[src/rtl/pcmcia_access_ctrl.sv]
// rtl/pcmcia_access_ctrl.sv - PCMCIA host cycle sequencer for SRAM banks, CIS ROM and COR
// Optional host wait generation is enabled by defining PCMCIA_WAIT_EN.
`timescale 1ns/1ps
module pcmcia_access_ctrl #(
  parameter int unsigned SETUP_CYC    = 1,
  parameter int unsigned PULSE_CYC    = 3,
  parameter int unsigned RECOVERY_CYC = 1,
  parameter logic [6:0]  COR_ADDR     = 7'h00
) (
  input  logic       CLK,
  input  logic       _RST,
  input  logic       _CE1,
  input  logic       _CE2,
  input  logic       _REG,
  input  logic       _OE,
  input  logic       _WE,
  input  logic       A21,
  input  logic [7:0] A,
  input  logic       RAM_SIZE,
  input  logic       WP,
  input  logic [7:0] D_IN,
  output logic       CE_LOW,
  output logic       CE_HIGH,
  output logic       _SRAM_OE,
  output logic       _SRAM_WE,
  output logic       D_OE_LOW,
  output logic       D_OE_HIGH,
  output logic       CIS_RD,
  output logic [7:0] COR,
  output logic       _WAIT
);

  if (SETUP_CYC < 1 || SETUP_CYC > 15 || PULSE_CYC < 1 || PULSE_CYC > 15 ||
      RECOVERY_CYC < 1 || RECOVERY_CYC > 15) begin : g_bad_param
    $error("pcmcia_access_ctrl: timing parameters must lie in 1..15");
  end

  localparam logic [3:0] SETUP_LD = 4'(SETUP_CYC - 1);
  localparam logic [3:0] PULSE_LD = 4'(PULSE_CYC - 1);
  localparam logic [3:0] RECOV_LD = 4'(RECOVERY_CYC - 1);

  typedef enum logic [2:0] {S_IDLE, S_SETUP, S_STROBE, S_EXTEND, S_RECOVER} state_t;

  typedef struct packed {
    logic       attr;
    logic       wr;
    logic       lo;
    logic       hi;
    logic       a21;
    logic       ramsz;
    logic       wp;
    logic [6:0] addr;
  } cyc_t;

  logic [4:0] sync_q1, sync_q2;
  logic       ce1_s, ce2_s, reg_s, oe_s, we_s;
  logic       unused_a0;

  state_t     state_q, state_n;
  logic [3:0] cnt_q, cnt_n;
  logic       armed_q, armed_n;
  cyc_t       cyc_q, cyc_n;
  logic       cor_wr, start, host_rel, idle_strobes;
  logic       active, drive, bank_lo, bank_hi, bank_ok, rd;
  logic       ce_low_d, ce_high_d, sram_oe_d, sram_we_d, d_oe_low_d, d_oe_high_d, cis_rd_d, wait_d;

  assign unused_a0 = A[0];
  assign {reg_s, we_s, oe_s, ce2_s, ce1_s} = sync_q2;

  always_ff @(posedge CLK or negedge _RST) begin
    if (!_RST) begin
      sync_q1 <= '1;
      sync_q2 <= '1;
    end else begin
      sync_q1 <= {_REG, _WE, _OE, _CE2, _CE1};
      sync_q2 <= sync_q1;
    end
  end

  // Armed only re-arms once every strobe is seen released, so one host strobe = one cycle.
  assign idle_strobes = ce1_s && ce2_s && oe_s && we_s;
  assign start        = armed_q && (!ce1_s || !ce2_s) && (oe_s ^ we_s);
  assign host_rel     = (cyc_q.wr ? we_s : oe_s) || (ce1_s && ce2_s);

  always_comb begin
    state_n = state_q;
    cnt_n   = cnt_q;
    armed_n = armed_q;
    cyc_n   = cyc_q;
    cor_wr  = 1'b0;
    if (idle_strobes) armed_n = 1'b1;
    case (state_q)
      S_IDLE: begin
        if (start) begin
          state_n     = S_SETUP;
          cnt_n       = SETUP_LD;
          armed_n     = 1'b0;
          cyc_n.attr  = !reg_s;
          cyc_n.wr    = !we_s;
          cyc_n.lo    = !ce1_s;
          cyc_n.hi    = !ce2_s;
          cyc_n.a21   = A21;
          cyc_n.ramsz = RAM_SIZE;
          cyc_n.wp    = WP;
          cyc_n.addr  = A[7:1];
        end
      end
      S_SETUP: begin
        if (host_rel) begin
          state_n = S_RECOVER;
          cnt_n   = RECOV_LD;
        end else if (cnt_q == 4'd0) begin
          state_n = S_STROBE;
          cnt_n   = PULSE_LD;
        end else begin
          cnt_n = cnt_q - 4'd1;
        end
      end
      S_STROBE: begin
        // An abort wins over completion, so an aborted COR write never commits.
        if (host_rel) begin
          state_n = S_RECOVER;
          cnt_n   = RECOV_LD;
        end else if (cnt_q == 4'd0) begin
          state_n = S_EXTEND;
          cor_wr  = cyc_q.attr && cyc_q.wr && (cyc_q.addr == COR_ADDR);
        end else begin
          cnt_n = cnt_q - 4'd1;
        end
      end
      S_EXTEND: begin
        if (host_rel) begin
          state_n = S_RECOVER;
          cnt_n   = RECOV_LD;
        end
      end
      S_RECOVER: begin
        if (cnt_q == 4'd0) state_n = S_IDLE;
        else               cnt_n   = cnt_q - 4'd1;
      end
      default: state_n = S_IDLE;
    endcase

    active      = (state_n != S_IDLE);
    drive       = (state_n == S_STROBE) || (state_n == S_EXTEND);
    rd          = !cyc_n.wr;
    bank_lo     = !cyc_n.attr && !cyc_n.a21;
    bank_hi     = !cyc_n.attr && cyc_n.a21 && !cyc_n.ramsz;
    bank_ok     = bank_lo || bank_hi;
    ce_low_d    = active && bank_lo;
    ce_high_d   = active && bank_hi;
    sram_oe_d   = !(drive && rd && bank_ok);
    sram_we_d   = !((state_n == S_STROBE) && cyc_n.wr && bank_ok && !cyc_n.wp);
    d_oe_low_d  = drive && rd && (cyc_n.attr || (bank_ok && cyc_n.lo));
    d_oe_high_d = drive && rd && bank_ok && cyc_n.hi;
    cis_rd_d    = drive && rd && cyc_n.attr;
  end

`ifdef PCMCIA_WAIT_EN
  assign wait_d = !((state_n == S_SETUP) || (state_n == S_STROBE));
`else
  assign wait_d = 1'b1;
`endif

  always_ff @(posedge CLK or negedge _RST) begin
    if (!_RST) begin
      state_q   <= S_IDLE;
      cnt_q     <= '0;
      armed_q   <= 1'b0;
      cyc_q     <= '0;
      CE_LOW    <= 1'b0;
      CE_HIGH   <= 1'b0;
      _SRAM_OE  <= 1'b1;
      _SRAM_WE  <= 1'b1;
      D_OE_LOW  <= 1'b0;
      D_OE_HIGH <= 1'b0;
      CIS_RD    <= 1'b0;
      _WAIT     <= 1'b1;
    end else begin
      state_q   <= state_n;
      cnt_q     <= cnt_n;
      armed_q   <= armed_n;
      cyc_q     <= cyc_n;
      CE_LOW    <= ce_low_d;
      CE_HIGH   <= ce_high_d;
      _SRAM_OE  <= sram_oe_d;
      _SRAM_WE  <= sram_we_d;
      D_OE_LOW  <= d_oe_low_d;
      D_OE_HIGH <= d_oe_high_d;
      CIS_RD    <= cis_rd_d;
      _WAIT     <= wait_d;
    end
  end

  // Writing SRESET clears the whole register one cycle later.
  always_ff @(posedge CLK or negedge _RST) begin
    if (!_RST)       COR <= 8'h00;
    else if (COR[7]) COR <= 8'h00;
    else if (cor_wr) COR <= D_IN;
  end

endmodule
[config.mk]
export PLATFORM = sky130hd
export DESIGN_NAME = pcmcia_access_ctrl
export DESIGN_NICKNAME = d
export VERILOG_FILES = /design/src/rtl/pcmcia_access_ctrl.sv
export SDC_FILE = /design/constraint.sdc
export NUM_CORES = 1
export LEC_CHECK = 0
export BUFFER_PORTS_ARGS = -buffer_cell sky130_fd_sc_hd__buf_2
export CAP_MARGIN = 20
export CORE_MARGIN = 5
export CORE_UTILIZATION = 29
export CTS_CLUSTER_SIZE = 24
export DETAILED_ROUTE_END_ITERATION = 12
export GPL_TIMING_DRIVEN = 0
export HOLD_SLACK_MARGIN = 0.12
export PLACE_DENSITY_LB_ADDON = 0.15
export SLEW_MARGIN = 20
export SYNTH_ARGS = -nofsm -noshare
export SYNTH_HDL_FRONTEND = slang
export SYNTH_SLANG_ARGS = --single-unit
export TNS_END_PERCENT = 1
[constraint.sdc]
create_clock -name CLK -period 4.48 [get_ports CLK]
set_clock_uncertainty 0.05 [all_clocks]
set_input_delay 0.448 -clock CLK [delete_from_list [all_inputs] [get_ports CLK]]
set_output_delay 0.448 -clock CLK [all_outputs]
set_load 0.02 [all_outputs]
After elaboration in Yosys (flattened, before gate mapping)
Cells that the tools add are included.

Bits in registers: 47. Bits in read-only memories: 0. Bits in latches: 0. Output and inout bits: 16. Word-level logic and storage cells: 103. RAM bits: 0. Memories: 0.

Multipliers: 0. Shifts and indexed selects: 0. Reductions and logical operators: 45. Add/subtract/negate cells: 1. Equal/unequal tests: 8. Divide/modulo/power cells: 0. Mux-type cells: 26. $lt $le $gt $ge: 0. Bitwise logic cells: 1.

Operators by type and width (number): 14-bit two-way mux (2); 4-bit two-way mux (6); 1-bit logical AND (21); 3-bit two-way mux (7); 4-bit case mux with 5 select lines (1); 8-bit two-way mux (2); 3-bit case mux with 5 select lines (1); 3-bit by 2-bit equality test with 1-bit output, second input constant (4); 1-bit zero test (11); 7-bit zero test (1); 1-bit two-way mux (7); 1-bit logical OR (5); 5-bit nonzero test (1); 4-bit zero test (1); 2-bit != test, second input constant (2); 4-bit by 1-bit subtractor with 4-bit output, second input constant (1); 3-bit by 1-bit equality test with 1-bit output, second input constant (1); 3-bit equality test, second input constant (1); 3-bit zero test (1); 3-bit AND reduction (1); 3-bit nonzero test (1); 2-bit AND reduction (1); 2-bit nonzero test (1); 1-bit XOR (1).

Logic depth before layout (Yosys ltp)
Gate-level depths: netlist (run 1).

Depth in word-level cells: 13. Gate-level depth with buffers: 9. Mapped depth without buffers: 9.

Least setup slack after synthesis (run 1)
No wires, ideal clock.

Path kind: reg-to-reg. From: register cnt_q[0]. To: register cnt_q[0]. Data arrival time: 1859 ps. Path buffers: 0. Slack: 2445 ps. Stages on the path, launching flop included: 10. Clock period less this slack: 2035 ps. Cells stage by stage: dfrtp_1 inv_1 ha_1 nor3b_4 inv_1 ha_1 nor2_1 a2bb2oi_1 nor3_1 a221o_1.

Longest elaborated chain between the ends: 4. Elaborated cells on any way between the ends: 7. Those cells by class: add/sub: 1; mux: 5; reduce/logical: 1.

RTL lines: start, declared (RTL line 60) `logic [3:0] cnt_q, cnt_n;`; start signal, assigned (RTL line 181) `cnt_q <= cnt_n;`; 4-bit by 1-bit subtractor with 4-bit output / 4-bit zero test (equally long branches); 4-bit two-way mux (on tied branches) (RTL line 124, 138, 112); 4-bit two-way mux (on tied branches) (RTL line 121, 109); 4-bit case mux with 5 select lines (*) (RTL line 92) `case (state_q)`.

Every way passes the cells marked *; elsewhere a longest branch is shown, timed or not. A chain may end at the register's enable or synchronous reset.

Final worst setup path (run 1)
Same ends and word-level chain as after synthesis.

==> results of run 1 <==
==> placed cells by master, fill, tap and decap left out, drive strengths merged, types with 3 or more instances in the layout <==
master	Yosys	layout
nor2	6	6
nand2	43	43
inv	6	7
a21oi	15	15
or3	6	6
nand4	4	4
o31ai	3	3
a21o	3	3
dfrtp	35	35
dfstp	12	12
clkbuf	4	10
o21ai	13	13
nand3	13	13
buf	9	48
nand3b	3	3
==> power by group <==
part	internal (W)	switching (W)	leakage (nW)
Sequential	0.000530	0.0000777	0.571
Clock	0.000112	0.000150	0.0418
Combinational	0.000225	0.000301	0.607
Total	0.000867	0.000528	1.22
==> final timing paths <==
| check | end | cells after the start | start |
|---|---|---|---|
| setup / recovery | cnt_q[0] | 9 | cnt_q[0] |
| hold / removal | cyc_q[13] | 1 | _RST |
| setup reg to reg | cnt_q[0] | 9 | cnt_q[0] |
| hold reg to reg | sync_q2[4] | 0 | sync_q1[4] |
| max in group asynchronous | cnt_q[3] | 1 | _RST |
| min in group CLK | sync_q1[0] | 1 | _CE1 |
==> cells by family (layout without fill, tap and decap cells) <==
logic type                 after synthesis  in the layout  synth area share
and+or+nand+nor                         96             96             0.237
DFF                                     47             47             0.542
AOI/OAI and AO/OA                       46             46             0.143
buffers and inverters                   19             66            0.0415
muxes                                    3              3            0.0159
adders and majority gates                2              2            0.0114
xor gates and xnor gates                 2              2           0.00797
other                                    1              1           0.00170
==> routing by layer <==
layer / routed length, µm / global-route usage
met5: 0 / 0
met3: 220 / 0.0244
met4: 89 / 0.0410
met2: 2220 / 0.175
met1: 2450 / 0.154
==> metrics by stage <==
step	std cells	setup WS (ps)	instance area [µm²]	power, W	utilization
detailed placement	354	2180	2520	0.00114	0.344
global route	362	1950	2610	0.00152	0.356
floorplan	216	2450	2200	0.00101	-
finish	362	2140	2610	0.00139	0.356
CTS	362	2160	2610	0.00141	0.356
global placement	354	2180	2520	0.00114	0.344
==> sequential cells by signal, indices dropped and copies added, names as in the netlist, 3 cells and up <==
signal and flops:
cyc_q 14, sync_q1 5, cnt_q 4, sync_q2 5, state_q 3, COR 8
==> area by class of cell <==
cell class	count	share of cell area
tap	99	0.0475
buffer	13	0.0264
timing repair buffer	39	0.0757
clock inverter	2	0.00623
sequential	47	0.456
multi-input combinational	150	0.351
inverter	6	0.00863
clock buffer	6	0.0278
==> results by stage, run 1 <==
Job:
- The max-cap violation count is 0.

Clock network:
- The clock slew at the register clock pins of the worst setup and hold paths is roughly 90 ps.
- The source-to-sink clock delay at the later pin of the worst-skew pair is roughly 300 ps.
- TritonCTS built the clock tree.
- The root buffer cell chosen for the clock tree is sky130_fd_sc_hd__clkbuf_8.
- Once the clock tree was built, the setup fixing pass inserted 0 buffers.
- The number of H-tree levels is 2.
- The count of clock tree sinks is 47.
- The total CTS buffers is 5.
- The clock passes through at most 2 buffers.
- The number of buffers inserted for hold repair after clock tree synthesis is 0.
- The number of gates resized after CTS was 0.

Cells and area:
- The antenna diode instance count is 0.
- In the final layout, the multi-input gates occupy roughly 920 µm².
- The number of nets at the end of the flow is 290.
- Of the cells placed in the final design, the portion with a size suffix greater than 1 is 0.297.
- Fill cells in the final layout number a little under 800.
- The sequential cells in the finished layout cover a total of between 0.001 and 0.0015 mm².
- The growth of design area from synthesis to finish is 18.7%.

Timing:
- Setup violations remaining at the end of the flow were counted as 0.
- The slew at the pin with the worst max-slew slack is a little under 600 ps.
- In the final timing run, aggregate negative setup slack is 0 ps.
- The routed design could run at a clock period as short as around 2300 ps.
- The highest achievable clock rate is around 430 MHz.
- The total count of max-transition violations in the final report was 0.
- The hold slack is around 99 ps.
- The tightest slew margin relative to the limit is 0.609.
- The total count of hold-check failures in the final report was 0.
- Setup repair after global routing left no endpoint under its margin.
- The final critical-path share of the clock period is 0.521.

GRT:
- The maximum number of pins on one net before global-route repair is 48.
- The number of global-route vias before repair was approximately 1800.
- The global-route wire length before repair is between 8000 and 9000 µm.
- The residual overflow from global routing is 0.
- The number of antenna violations at the first check in global routing is 0.
- In the global route stage, overall resource usage came out at 0.113.

Power:
- In this run the static leakage power is approximately 1.2 nW.
- Power spread over the standard cell area amounts to about 530 mW/mm².
- The worst voltage drop across the vdd grid is around 0.16 mV.

Synth:
- The number of nets produced by synthesis is about 240.
- For this run, asynchronously set or reset flops after synthesis account for 1.00.
- The most common flop cell mapped by yosys is sky130_fd_sc_hd__dfrtp_1.
- The synthesis-stage register bit count is 47.
- The proportion of netlist area held by the largest area contributor is 0.398.
- The synthesized instance count is approximately 220.
- By area the synthesized netlist is led by sky130_fd_sc_hd__dfrtp_1 40%, sky130_fd_sc_hd__dfstp_2 14%, sky130_fd_sc_hd__nand2_1 7.3%.
- After synthesis, the netlist uses 56 different library cells.
- The leading area contributor after synthesis is sky130_fd_sc_hd__dfrtp_1.
- The count of flip-flops with a built-in enable after synthesis is 0.
- Among all cell types in the netlist, the one instantiated most often is sky130_fd_sc_hd__nand2_1.
- Dividing the synthesized area by the synthesized cell count gives 10.2 µm².
- The post-synthesis instance area is ~0.0022 mm².
- The register area share after synthesis is 0.542.
- The total number of yosys warnings is 0.
- Ranked by instance count, the synthesized netlist is headed by 43 x sky130_fd_sc_hd__nand2_1, 35 x sky130_fd_sc_hd__dfrtp_1, 15 x sky130_fd_sc_hd__a21oi_1.

Detailed routing:
- For this block, the initial DRC count from the detailed router was between 100 and 150.
- After detailed routing, the total wire length is around 5000 µm.
- After detailed routing, the number of remaining DRC violations is 0.
- The wire length per cell after detailed routing is 13.8 µm.
- The total iterations of the first detailed-routing run is 4.
- The total vias in the final route is approximately 1700.
- The antenna violation net count after detailed routing is 0.
- Dividing the detail-routed via count by the number of cells gives 4.67.

Worst setup path:
- The number of buffers and inverters on the critical path is 2.
- The maximum fanout along the worst path is 9.
- In this run the register-to-register setup slack is roughly 2100 ps.
- Data on the critical path is required at its endpoint by 4620 ps.
- The worst setup path is of the flip-flop to flip-flop kind.
- On the critical path, the stage with the largest delay is an instance of sky130_fd_sc_hd__nor3b_4.
- The sort of element at the start of the critical path is a flip-flop.
- Grouping stages by cell kind, the critical path spends the most delay in simple AND/OR/NAND/NOR gates.
- The largest single stage delay on the critical path is about 440 ps.
- STA classifies the critical path endpoint as a flip-flop.
- The data arrival time of the critical path is approximately 2500 ps.
- Traced cell by cell, the critical path runs through inv_1 > ha_1 > nor3b_4 > inv_1 > ha_1 > nor2_1 > a2bb2oi_1 > nor3_1 > a221o_1.

Min path:
- The class of the worst hold path is input pin to asynchronous set/reset pin.

Placement:
- The number of input and output port buffers inserted is 39.
- The weighted congestion at the end of routability-driven global placement is roughly 0.75.
- After legalization and detailed placement, the total HPWL measured between 3000 and 4000 µm.

Die:
- The die height is 97.1 µm.
- The site row count is 31.
- For this configuration, the core starts out at a cell density of 0.300.
- In this run the horizontal extent of the chip is 97.1 µm.
- The floorplan step defined a core boundary enclosing ~0.0073 mm².
- The die area is approximately 0.0094 mm².
- 42 I/O pins were placed.

Run status:
- The run finished with clean final reports.
(Power assumes the default switching activity.)
==> run 2, diff against run 1 <==
==> constraint.sdc (replaced) <==
create_clock -name CLK -period 2.2 [get_ports CLK]
set_clock_uncertainty 0.05 [all_clocks]
set_input_delay 0.22 -clock CLK [delete_from_list [all_inputs] [get_ports CLK]]
set_output_delay 0.22 -clock CLK [all_outputs]
set_load 0.02 [all_outputs]
==> run 2 against run 1 <==
Compared with the run above:
- die area did not move
- final cell count rose by 6.9%
- fmax rose by 15%
- non-clock buffer count rose by 25
- critical endpoint unchanged
- combinational power rose by 120%
- largest power group unchanged
- largest cell class unchanged
==> results by stage, run 2 (synthesis gave the netlist of run 1 again) <==
Run status:
- The flow ran to the end, and the final reports show no timing, DRC or antenna violations.

Timing:
- The tightest slew margin relative to the limit came to 0.606 (-0.00283).
- The setup violation total in the final timing report is 0 (unchanged).
- The worst setup slack after layout came to 162 ps (-1980 ps).
- The highest achievable clock rate is 491 MHz (+15%).
- The total count of hold-check failures in the final report was 0 (unchanged).
- The final critical-path share of the clock period is 0.926 (+0.405).
- The total count of max-transition violations in the final report was 0 (unchanged).
- Setup repair after global routing left no endpoint under its margin.
- The slew at the pin with the worst max-slew slack is 591 ps (+4.25 ps).
- The post-layout minimum cycle time was 2040 ps (-298 ps).

Cells and area:
- The fraction of layout cells with a size suffix above 1 is 0.281 (-0.0153).
- Leaving out fill and tap cells, the most frequent cell in the layout is sky130_fd_sc_hd__nand2_1.
- The number of nets at the end of the flow is 315 (+8.6%).
- Compared with the post-synthesis result, the final layout area differs by 29.9%.
- In the layout the commonest cells are 43 x sky130_fd_sc_hd__nand2_1, 42 x sky130_fd_sc_hd__buf_2, 35 x sky130_fd_sc_hd__dfrtp_1.
- The register name with the most flops is cyc_q.
- The antenna diode instance count is 0 (unchanged).
- The largest registers in the layout are cyc_q: 14 flops, COR: 8 flops.
- The number of flip-flops under the largest register name is 14 (unchanged).

Worst setup path:
- The slack of the worst reg-to-reg path is 160 ps (-1980 ps).
- The sort of element at the start of the critical path is a flip-flop.
- The critical path required time came to 2340 ps (-2280 ps).
- The data arrival time of the critical path is 2180 ps (-300 ps).
- The kind of cell with the highest combined delay on the critical path is adder cells.
- The maximum fanout along the worst path was 4 (-5).
- The worst register-to-register path ends at cnt_q[0].
- The reg-to-reg critical path startpoint is cnt_q[0].
- The signal on the critical path passes through inv_1 > ha_2 > nor3b_4 > inv_1 > ha_1 > nor2_1 > a2bb2oi_1 > nor3_1 > a221o_1.
- The type of the worst setup path is flip-flop to flip-flop.
- The most common cell type on the critical path is sky130_fd_sc_hd__inv_1.
- The cell with the biggest individual delay on the critical path is sky130_fd_sc_hd__dfrtp_1.
- The longest individual stage delay on the worst path is 400 ps (-40 ps).
- The total buffers and inverters traversed by the critical path was 2 (unchanged).
- The depth of the most critical reg-to-reg path is 9 (unchanged).
- STA classifies the critical path endpoint as a flip-flop.

Detailed routing:
- The total iterations of the first detailed-routing run was 4 (unchanged).
- The antenna violation net count after detailed routing is 0 (unchanged).
- The sum of routed wire length over all layers is 5120 µm (+2.7%).
- The wire length per cell after detailed routing is 13.2 µm (-3.9%).
- The remaining design rule violation count is 0 (unchanged).
- The total vias in the final route was 1797 (+6.2%).
- The mean number of vias per cell is 4.64 (-0.66%).
- The number of violations reported at the end of detailed-routing iteration 0 is 104 (-3.7%).

Power:
- The power density over the cells is 1020 mW/mm² (+90%).
- The worst voltage drop across the vdd grid came to 0.341 mV (+110%).
- The standby leakage power came to 1.32 nW (+8.5%).
- The total power draw is 0.00291 W (+110%).

GRT:
- The number of global-route vias before repair is 1864 (+3.4%).
- The overall track demand over capacity in global routing is 0.116 (+0.00381).
- The residual overflow from global routing is 0 (unchanged).
- The global-route wire length before repair is 9090 µm (+3.5%).
- The maximum number of pins on one net before global-route repair came to 48 (unchanged).
- The number of antenna violations at the first check in global routing is 0 (unchanged).

Clock network:
- The CTS tree is done.
- The source-to-sink clock delay at the later pin of the worst-skew pair is 300 ps (about the same).
- The buffer levels on the longest clock path is 2 (unchanged).
- The number of H-tree levels is 2 (unchanged).
- The clock slew at the register clock pins of the worst setup and hold paths is 90 ps (about the same).
- CTS placed an instance of sky130_fd_sc_hd__clkbuf_8 at the clock tree root.
- The count of clock tree sinks is 47 (unchanged).
- The total CTS buffers is 5 (unchanged).

Die:
- The width of the chip was 97.1 µm (unchanged).
- The die height is 97.1 µm (unchanged).
- The number of top-level pins is 42 (unchanged).
- The starting density of the core is 0.300 (unchanged).
- The site row count is 31 (unchanged).
- The total core area was 0.00733 mm² (unchanged).
- The die area is 0.00943 mm² (unchanged).

Placement:
- The total half-perimeter wirelength after legalization and detailed placement came to 3500 µm (unchanged).
- The weighted congestion at the end of routability-driven global placement is 0.754 (unchanged).
- The number of input and output port buffers inserted is 39 (unchanged).
- The worst-case setup slack after placement is -102 ps (-2280 ps).

Min path:
- The tightest min-delay check is of the input pin to flip-flop type.
- The startpoint identified for the worst hold timing path is RAM_SIZE.
- The path with the worst hold slack has its endpoint at cyc_q[8].
- The worst hold path passes through 3 cells.

Job:
- The max-cap violation count is 0 (unchanged).
==> run 2: cell types whose count changed in the layout (fill, tap and decap cells not counted) <==
cell,previous run,this run
sky130_fd_sc_hd__buf_4,3,5
sky130_fd_sc_hd__dlygate4sd3_1,0,23
sky130_fd_sc_hd__ha_1,2,1
sky130_fd_sc_hd__ha_2,0,1
==> run 2: power by group <==
group	leakage [nW]	total [W]	switching, W	internal [W]
Clock	0.0418	0.000534	0.000305	0.000229
Combinational	0.711	0.00114	0.000627	0.000508
Sequential	0.571	0.00124	0.000159	0.00108
Total	1.32	0.00291	0.00109	0.00182
==> run 2: worst reg2reg max path, cell delays in order (launching register included) <==
cell                        delay (ps)
sky130_fd_sc_hd__dfrtp_1           400
sky130_fd_sc_hd__inv_1              90
sky130_fd_sc_hd__ha_2              210
sky130_fd_sc_hd__nor3b_4           220
sky130_fd_sc_hd__inv_1             120
sky130_fd_sc_hd__ha_1              290
sky130_fd_sc_hd__nor2_1             40
sky130_fd_sc_hd__a2bb2oi_1         170
sky130_fd_sc_hd__nor3_1             60
sky130_fd_sc_hd__a221o_1           270
==> run 2: worst max-delay path by stage <==
| stage | start | endpoint | slack (ps) | cells after the start |
|---|---|---|---|---|
| after floorplan | cnt_q[0] | cnt_q[0] | 170 | 9 |
| after global placement | cnt_q[0] | cnt_q[0] | -100 | 9 |
| after detailed placement | cnt_q[0] | cnt_q[0] | -100 | 9 |
| after CTS | cnt_q[0] | cnt_q[0] | 150 | 9 |
| after global routing | cnt_q[0] | cnt_q[0] | 5 | 9 |
| final | cnt_q[0] | cnt_q[0] | 160 | 9 |
==> run 2: per-stage QoR <==
step / cell area, µm² / cells / hold slack [ps] / setup TNS [ps] / utilization
final: 2860 / 387 / 134 / 0 / 0.390
after global routing: 2860 / 387 / 145 / 0 / 0.390
after CTS: 2850 / 386 / 126 / 0 / 0.388
after detailed placement: 2520 / 354 / 276 / -102 / 0.344
after global placement: 2520 / 354 / 275 / -102 / 0.344
after floorplan: 2200 / 216 / -126 / 0 / -
==> run 2: cell type report <==
type | instances | area (µm²)
timing repair buffer | 64 | 443
multi-input combinational | 150 | 920
clock inverter | 2 | 16.3
fill | 755 | 4470
inverter | 6 | 22.5
clock buffer | 6 | 72.6
sequential | 47 | 1190
buffer | 13 | 68.8
tap | 99 | 124
==> run 2: layer usage <==
| metal | GRT usage | routed length, µm |
|---|---|---|
| met1 | 0.156 | 2500 |
| met2 | 0.187 | 2310 |
| met3 | 0.0230 | 227 |
| met4 | 0.0410 | 79 |
| met5 | 0 | 0 |
==> run 2: repair_timing <==
action,CTS,global route
setup endpoints to repair,1,4
buffers inserted,1,1
hold buffers,23,0
gates resized for setup,0,1
endpoints found under the hold margin,57,0
==> run 3, diff against run 2 <==
--- a/config.mk
+++ b/config.mk
@@ -14,6 +14,8 @@
 export GPL_TIMING_DRIVEN = 0
 export HOLD_SLACK_MARGIN = 0.12
 export PLACE_DENSITY_LB_ADDON = 0.15
+export RECOVER_POWER = 100
+export SETUP_SLACK_MARGIN = 0.05
 export SLEW_MARGIN = 20
 export SYNTH_ARGS = -nofsm -noshare
 export SYNTH_HDL_FRONTEND = slang
==> run 3 against run 2 <==
Compared with the run above:
- clock power is essentially flat
- sequential share of layout area up 0.52 points
- critical endpoint unchanged
- fmax increased by 2.1%
- core utilization decreased by 0.48 points
- global-route usage stayed put
- first-iteration DRC count up 30%
- power is 0.65% lower
- setup slack better by 41 ps
==> results by stage, run 3 (synthesis gave the netlist of run 1 again) <==
Worst setup path:
- The kind of cell with the highest combined delay on the critical path is adder cells.
- STA classifies the critical path endpoint as a flip-flop.
- STA classifies the critical path startpoint as a flip-flop.
- The type of the worst setup path is flip-flop to flip-flop.
- The critical path goes through inv_1 > ha_4 > nor3b_4 > inv_2 > ha_1 > nor2_1 > a2bb2oi_1 > nor3_1 > a221o_1.
- The maximum fanout along the worst path is 4 (unchanged).
- The longest individual stage delay on the worst path was 400 ps (about the same).
- The critical path required time is 2340 ps (about the same).
- The data arrival time of the critical path came to 2130 ps (-50 ps).
- The total buffers and inverters traversed by the critical path is 2 (unchanged).
- Among all stages on the critical path, the largest delay is contributed by sky130_fd_sc_hd__dfrtp_1.

Die:
- The die height was 97.1 µm (unchanged).
- The starting density of the core was 0.300 (unchanged).
- The site row count is 31 (unchanged).
- The width of the chip is 97.1 µm (unchanged).
- The total core area is 0.00733 mm² (unchanged).
- The number of top-level pins is 42 (unchanged).
- The die area is 0.00943 mm² (unchanged).

Cells and area:
- The top cell types in the final layout, fill and taps aside, are 43 x sky130_fd_sc_hd__nand2_1, 35 x sky130_fd_sc_hd__dfrtp_1, 26 x sky130_fd_sc_hd__buf_2.
- The antenna diode instance count is 0 (unchanged).
- The post-layout instance count excluding filler cells came to 387 (unchanged).
- The leading cell type in the layout, fill and taps excluded is sky130_fd_sc_hd__nand2_1.
- The fraction of layout cells with a size suffix above 1 is 0.215 (-0.0660).
- The largest registers in the layout are cyc_q: 14 flops, COR: 8 flops.
- The register name with the most flops is cyc_q.
- Compared with the post-synthesis result, the final layout area differs by 28.3%.
- The number of nets at the end of the flow is 315 (unchanged).
- The filler cell count in the final layout is 759 (+0.53%).
- The number of flip-flops under the largest register name is 14 (unchanged).

Detailed routing:
- The number of violations reported at the end of detailed-routing iteration 0 was 135 (+30%).
- The wire length per cell after detailed routing is 13.4 µm (+1.1%).
- The sum of routed wire length over all layers is 5170 µm (+1.1%).
- The remaining design rule violation count was 0 (unchanged).
- The mean number of vias per cell is 4.63 (-0.39%).
- The total iterations of the first detailed-routing run is 4 (unchanged).
- The antenna violation net count after detailed routing is 0 (unchanged).
- The total vias in the final route is 1790 (-0.39%).

GRT:
- The global-route wire length before repair is 9090 µm (unchanged).
- The number of antenna violations at the first check in global routing is 0 (unchanged).
- The overall track demand over capacity in global routing came to 0.116 (unchanged).
- The maximum number of pins on one net before global-route repair is 48 (unchanged).
- The residual overflow from global routing came to 0 (unchanged).
- The number of global-route vias before repair is 1864 (unchanged).

Clock network:
- The clock slew at the register clock pins of the worst setup and hold paths is 90 ps (about the same).
- The number of H-tree levels is 2 (unchanged).
- The count of clock tree sinks came to 47 (unchanged).
- The root cell of the clock tree is sky130_fd_sc_hd__clkbuf_8.
- The buffer levels on the longest clock path is 2 (unchanged).
- The total CTS buffers came to 5 (unchanged).
- The source-to-sink clock delay at the later pin of the worst-skew pair is 300 ps (about the same).
- TritonCTS built the clock tree.

Job:
- The max-cap violation count is 0 (unchanged).

Run status:
- The flow ran to the end, and the final reports show no timing, DRC or antenna violations.

Power:
- The total power draw came to 0.00289 W (-0.65%).
- The power density over the cells came to 1020 mW/mm² (+0.59%).
- The standby leakage power is 1.27 nW (-4.3%).
- The worst voltage drop across the vdd grid is 0.339 mV (-0.46%).

Timing:
- The highest achievable clock rate was 501 MHz (+2.1%).
- Setup repair after global routing left no endpoint under its margin.
- The hold slack came to 137 ps (+2.95 ps).
- The slew at the pin with the worst max-slew slack is 1180 ps (+588 ps).
- The tightest slew margin relative to the limit is 0.214 (-0.392).
- The post-layout minimum cycle time is 2000 ps (-41.2 ps).
- The total count of max-transition violations in the final report is 0 (unchanged).
- The total count of hold-check failures in the final report is 0 (unchanged).
- The setup violation total in the final timing report came to 0 (unchanged).
- The worst setup slack after layout is 203 ps (+41.2 ps).
- The final critical-path share of the clock period came to 0.908 (-0.0187).

Placement:
- The worst-case setup slack after placement is -102 ps (unchanged).
- The count of placed standard cells including taps came to 354 (unchanged).
- The total half-perimeter wirelength after legalization and detailed placement came to 3500 µm (unchanged).
- The number of input and output port buffers inserted is 39 (unchanged).
- The weighted congestion at the end of routability-driven global placement came to 0.754 (unchanged).

Min path:
- The class of the worst hold path is input pin to flip-flop.
==> run 3: layout make-up <==
class	count	area, µm²	share of cell area
flip-flops and latches	47	1190	0.422
multi-input cells	150	907	0.321
repair buffers	64	422	0.149
well taps	99	124	0.0439
clock buffers	6	72.6	0.0257
plain buffers	13	67.6	0.0239
inverters	6	22.5	0.00798
clock inverters	2	16.3	0.00576
==> run 3: through the flow <==
stage               TNS (ps)  cell area (µm²)  utilization
floorplan                  0             2200            -
global placement        -102             2520        0.344
detailed placement      -102             2520        0.344
CTS                        0             2850        0.388
global route               0             2820        0.385
finish                     0             2820        0.385
==> run 3: worst paths after layout <==
check,startpoint,end,slack [ps],cells after the start
worst max-delay path,cnt_q[0],cnt_q[0],200,9
worst min-delay path,RAM_SIZE,cyc_q[8],140,3
worst max register to register,cnt_q[0],cnt_q[0],200,9
worst min register to register,sync_q1[1],sync_q2[1],310,0
max in group asynchronous,_RST,cnt_q[3],740,2
min in group asynchronous,_RST,cyc_q[10],650,2
==> run 3: layer usage <==
metal	part of all wire	vias to the layer above	GRT usage
met4	0.014	0	0.0410
met3	0.041	6	0.0230
met2	0.46	43	0.187
met1	0.49	845	0.156
li1	-	896	-
met5	0	-	0
==> run 3: power breakdown <==
part           internal, W  switching, W
registers          0.00108      0.000159
clock network     0.000229      0.000303
logic             0.000496      0.000622
==> run 3: worst register-to-register path: cells and delay by family (launching register included) <==
kind	cells	cell delay (ps)
adder cells (fa/ha/maj)	2	450
flip-flops	1	400
buffers and inverters	2	220
AO/OA/AOI/OAI	2	440
AND/OR/NAND/NOR	3	330
==> run 3: timing repair <==
action                     CTS  global route
resized for setup            0             3
hold endpoints to repair    57             0
setup endpoints to repair    1             8
hold buffers                23             0
setup buffers                1             1
